**config.mk**
```make
export PLATFORM = sky130hd
export DESIGN_NAME = sr_reg_bank
export DESIGN_NICKNAME = d
export VERILOG_FILES = /design/src/rtl/sr_reg_bank.sv
export SDC_FILE = /design/constraint.sdc
export NUM_CORES = 1
export LEC_CHECK = 0
export ABC_AREA = 1
export ABC_CLOCK_PERIOD_IN_PS = 1200
export CAP_MARGIN = 20
export CELL_PAD_IN_SITES_DETAIL_PLACEMENT = 2
export CELL_PAD_IN_SITES_GLOBAL_PLACEMENT = 2
export CORE_UTILIZATION = 29
export CTS_CLUSTER_SIZE = 20
export DETAILED_ROUTE_END_ITERATION = 10
export DONT_BUFFER_PORTS = 1
export GPL_TIMING_DRIVEN = 0
export PLACE_DENSITY = 0.72
export SETUP_SLACK_MARGIN = 0.2
export SYNTH_ARGS = -nofsm -noshare
export SYNTH_HDL_FRONTEND = slang
export SYNTH_SLANG_ARGS = --single-unit
```
**constraint.sdc**
```tcl
create_clock -name clk -period 1.2 [get_ports clk]
set_clock_uncertainty 0.1 [all_clocks]
set_input_delay 0.36 -clock clk [delete_from_list [all_inputs] [get_ports clk]]
set_output_delay 0.36 -clock clk [all_outputs]
set_load 0.01 [all_outputs]
```
**src/rtl/sr_reg_bank.sv**
```systemverilog
// Bank of WIDTH independent SR latches with a configurable both-asserted policy,
// sticky collision flags and a saturating collision counter. Macro SR_FILTER_EN adds input debounce.
module sr_reg_bank #(
   parameter int WIDTH    = 8,
   parameter int MODE     = 0,
   parameter int CNT_W    = 8,
   parameter int FILT_CYC = 3
) (
   input  logic             clk,
   input  logic             rst_n,
   input  logic [WIDTH-1:0] set,
   input  logic [WIDTH-1:0] reset,
   input  logic             clr_err,
   output logic [WIDTH-1:0] q,
   output logic [WIDTH-1:0] qbar,
   output logic [WIDTH-1:0] both_err,
   output logic [CNT_W-1:0] err_cnt
);

   localparam logic [CNT_W-1:0] CNT_MAX = {CNT_W{1'b1}};

   if (WIDTH < 1 || WIDTH > 32) begin : g_bad_width
      $error("sr_reg_bank: WIDTH out of range");
   end
   if (MODE < 0 || MODE > 3) begin : g_bad_mode
      $error("sr_reg_bank: MODE out of range");
   end
   if (CNT_W < 2 || CNT_W > 16) begin : g_bad_cnt_w
      $error("sr_reg_bank: CNT_W out of range");
   end
   if (FILT_CYC < 1 || FILT_CYC > 15) begin : g_bad_filt
      $error("sr_reg_bank: FILT_CYC out of range");
   end

   logic [WIDTH-1:0] es;
   logic [WIDTH-1:0] er;

`ifdef SR_FILTER_EN
   localparam logic [3:0] FILT_MAX = 4'(FILT_CYC);
   localparam logic [3:0] FILT_THR = 4'(FILT_CYC - 1);

   logic [3:0] set_cnt_q [WIDTH];
   logic [3:0] set_cnt_d [WIDTH];
   logic [3:0] rst_cnt_q [WIDTH];
   logic [3:0] rst_cnt_d [WIDTH];

   // A request passes on the edge that completes FILT_CYC consecutive high samples.
   always_comb begin
      for (int i = 0; i < WIDTH; i++) begin
         set_cnt_d[i] = '0;
         rst_cnt_d[i] = '0;
         if (set[i]) set_cnt_d[i] = (set_cnt_q[i] < FILT_MAX) ? set_cnt_q[i] + 4'd1 : set_cnt_q[i];
         if (reset[i]) rst_cnt_d[i] = (rst_cnt_q[i] < FILT_MAX) ? rst_cnt_q[i] + 4'd1 : rst_cnt_q[i];
         es[i] = set[i] && (set_cnt_q[i] >= FILT_THR);
         er[i] = reset[i] && (rst_cnt_q[i] >= FILT_THR);
      end
   end

   always_ff @(posedge clk or negedge rst_n) begin
      if (!rst_n) begin
         for (int i = 0; i < WIDTH; i++) begin
            set_cnt_q[i] <= '0;
            rst_cnt_q[i] <= '0;
         end
      end else begin
         for (int i = 0; i < WIDTH; i++) begin
            set_cnt_q[i] <= set_cnt_d[i];
            rst_cnt_q[i] <= rst_cnt_d[i];
         end
      end
   end
`else
   assign es = set;
   assign er = reset;
`endif

   logic [WIDTH-1:0] q_q, q_d;
   logic [WIDTH-1:0] both_err_q, both_err_d;
   logic [CNT_W-1:0] err_cnt_q, err_cnt_d;
   logic [WIDTH-1:0] ev;
   logic             any_ev;

   assign ev     = es & er;
   assign any_ev = |ev;

   always_comb begin
      q_d = q_q;
      for (int i = 0; i < WIDTH; i++) begin
         case ({es[i], er[i]})
            2'b10:   q_d[i] = 1'b1;
            2'b01:   q_d[i] = 1'b0;
            2'b11: begin
               case (MODE)
                  0:       q_d[i] = 1'b0;
                  1:       q_d[i] = 1'b1;
                  3:       q_d[i] = ~q_q[i];
                  default: q_d[i] = q_q[i];
               endcase
            end
            default: q_d[i] = q_q[i];
         endcase
      end
   end

   // A collision on the same edge as clr_err survives the clear.
   always_comb begin
      both_err_d = clr_err ? ev : (both_err_q | ev);
      err_cnt_d  = clr_err ? '0 : err_cnt_q;
      if (any_ev) begin
         if (clr_err)                    err_cnt_d = {{(CNT_W-1){1'b0}}, 1'b1};
         else if (err_cnt_q != CNT_MAX)  err_cnt_d = err_cnt_q + 1'b1;
      end
   end

   always_ff @(posedge clk or negedge rst_n) begin
      if (!rst_n) begin
         q_q        <= '0;
         both_err_q <= '0;
         err_cnt_q  <= '0;
      end else begin
         q_q        <= q_d;
         both_err_q <= both_err_d;
         err_cnt_q  <= err_cnt_d;
      end
   end

   assign q        = q_q;
   assign qbar     = ~q_q;
   assign both_err = both_err_q;
   assign err_cnt  = err_cnt_q;

endmodule

```
==> metrics <==
final worst slack -0.245 ns; Post-synth EDFFs 0; total of max-cap violations 0; hold crit path type input pin to async pin; Rel. slew slack 0.833; Max VDD drop 0.528 mV; CTS Sinks 24; Mean Syn Cell Area 7.81 um^2; nets 176; most frequent cell after synthesis nand2_1; highest routed layer met4; Slew @ Worst Pin 0.250 ns; CP Data Required Time 1.27 ns; cell types occupying the most area after synthesis dfrtp_1 (52%), nand2_1 (17%), nor2_1 (7.2%), inv_1 (4.9%), nand3_1 (4.4%); area delta synth->final 19.3%; clock slew at reported path FFs 0.09 ns; CTS Buf Count 3; Ant. Diodes 0; vias per cell 4.83; minimum clock period 1.45 ns; Mapped Nets 167; wire length of the first global-routing pass 5.18 mm; initial antenna violation count 0; drc violations 0; GR Overflow Total 0; Hold WS -0.332 ns; Final Wtd Congestion 0.749; routed length on met1 1.27 mm; RSZ-0062 raised after global routing yes; CTS tree done; final setup violation count 21; failing checks hold timing, setup timing; leakage 0.699 nW; max-slew violation count 0; met3 wire length 184 um; layout cell share with drive strength beyond 1 0.284; maximum clock frequency 0.692 GHz; ys flop type dfrtp_1; pwr dens 1390 nW/um^2; Starting Density 0.309; synthesized area 1150 um^2; crit path kind flop to flop; Total GRT Usage 0.162; io pins 51; leading area contributor after synthesis dfrtp_1; largest net degree at the start of global routing 25; DRT antenna net count 0; total routed wirelength 3.19 mm; number of I/O port buffers 0; endpoint class of the critical path flop; row count 22; H-tree level count 1; Met2 Wirelength 1.69 mm; Pre-antenna DRT Iters 4; CP max FO 8; routed length per instance 15.7 um; die height 64.9 um; Worst-Skew Late Latency 0.27 ns; initial drt markers 15; register area share after synthesis 0.523; fillcell total 437; yosys warns 0; worst-case clock buffer depth 2; Final Hold Viols 24; number of global-route vias before repair 1142; vias 981; Worst setup SP type flop; cell count after synthesis 147; Clock Tree Root clkbuf_8; FFs w/ async S/R, synth 1.00; post-synth top area share 0.523; Synth cell types 20; Worst Path Arrival 1.52 ns; list of most frequent post-synthesis cells nand2_1 (51), dfrtp_1 (24), nor2_1 (22); pre-CTS setup slack -0.398 ns; Die X-Extent 64.9 um; Synth Register Bits 24; Final period util 1.20; final HPWL from detailed placement 2.35 mm; Die ar. 4210 um^2; core outline area 3720 um^2; status complete, but fails checks
## metrics by stage
| stage | instances | util | cell area, um^2 | power, mW | setup TNS, ns |
|---|---|---|---|---|---|
| 6_report | 203 | 0.368 | 1370 | 1.90 | -2.16 |
| 4_1_cts | 203 | 0.363 | 1350 | 1.92 | -2.39 |
| 5_1_grt | 203 | 0.368 | 1370 | 1.99 | -3.27 |
| 2_1_floorplan | 147 | - | 1150 | 1.10 | -0.857 |
| 3_5_place_dp | 195 | 0.325 | 1210 | 1.16 | -2.42 |
| 3_3_place_gp | 195 | 0.325 | 1210 | 1.14 | -1.87 |
## cell families (layout without fill, tap and decap cells)
group                      after synthesis  in the layout  share of synthesized area
and+or+nand+nor                         94             94                      0.354
DFF                                     24             24                      0.523
buffers and inverters                   20             28                     0.0665
AOI/OAI and AO/OA                        6              6                     0.0294
xor gates and xnor gates                 2              2                     0.0153
adders and majority gates                1              1                     0.0109
## power breakdown
| group | total (mW) | switching (mW) | leakage, nW | internal (mW) |
|---|---|---|---|---|
| Sequential | 0.975 | 0.101 | 0.288 | 0.873 |
| Combinational | 0.195 | 0.117 | 0.376 | 0.0778 |
| Clock | 0.729 | 0.282 | 0.0357 | 0.447 |
| Total | 1.90 | 0.500 | 0.699 | 1.40 |
## path summary, 6_finish.rpt
path	start	endpoint	slack, ns	cells past startpoint
setup reg to reg	err_cnt[0]$_DFF_PN0_	err_cnt[0]$_DFF_PN0_	-0.25	8
hold reg to reg	both_err[5]$_DFF_PN0_	both_err[5]$_DFF_PN0_	0.46	2
max in group asynchronous	rst_n	err_cnt[5]$_DFF_PN0_	1.25	0
min in group clk	reset[3]	q[3]$_DFFE_PN0P_	0.03	1
hold / removal	rst_n	q[3]$_DFFE_PN0P_	-0.33	0
setup / recovery	err_cnt[0]$_DFF_PN0_	err_cnt[0]$_DFF_PN0_	-0.25	8
## layer usage
metal / global-route usage / vias to the layer above
li1: - / 457
met1: 0.175 / 489
met2: 0.305 / 31
met3: 0.0370 / 4
met4: 0.0500 / 0
met5: 0 / -
## layout make-up
| class | count | area (um^2) | share of cell area |
|---|---|---|---|
| Sequential cell | 24 | 616 | 0.450 |
| Timing Repair Buffer | 4 | 33.8 | 0.0247 |
| Buffer | 1 | 5.00 | 0.00366 |
| Tap cell | 48 | 60.1 | 0.0439 |
| Clock buffer | 3 | 41.3 | 0.0302 |
| Inverter | 19 | 71.3 | 0.0521 |
| Clock inverter | 1 | 30.0 | 0.0219 |
| Multi-Input combinational cell | 103 | 512 | 0.374 |
## sequential cells by signal, indices dropped and copies added (netlist names)
| register | count |
|---|---|
| both_err | 8 |
| err_cnt | 8 |
| q | 8 |
## what timing repair did
| item | CTS | global route |
|---|---|---|
| setup buffers | 4 | 0 |
| pin swaps | 5 | 3 |
| resized for setup | 22 | 6 |
| setup endpoints to repair | 40 | 40 |
| hold endpoints to repair | 24 | 24 |
## cells in the final DEF, fill, tap and decap left out
cell	instances
nand3b_1	1
inv_2	12
nor2_4	3
clkbuf_8	3
nand2_1	51
nand2_2	2
inv_1	7
nor3_4	1
buf_2	1
buf_6	1
nand2_4	2
a21oi_1	2
nor2_1	22
dfrtp_1	12
dfrtp_2	12
or2_1	1
xor2_1	1
o21ai_1	3
ha_4	1
nor3_1	1
buf_4	3
nand3_1	10
xnor2_2	1
bufinv_16	1
o21ai_2	1
## critical path: stages, from the launching register on
cell and delay, ns:
dfrtp_2 0.46, ha_4 0.17, nand2_4 0.06, nor2_4 0.13
nand2_4 0.10, o21ai_2 0.14, inv_1 0.06, nand2_1 0.06
nand2_1 0.05
No activity file was read; power rests on OpenSTA's default activity.
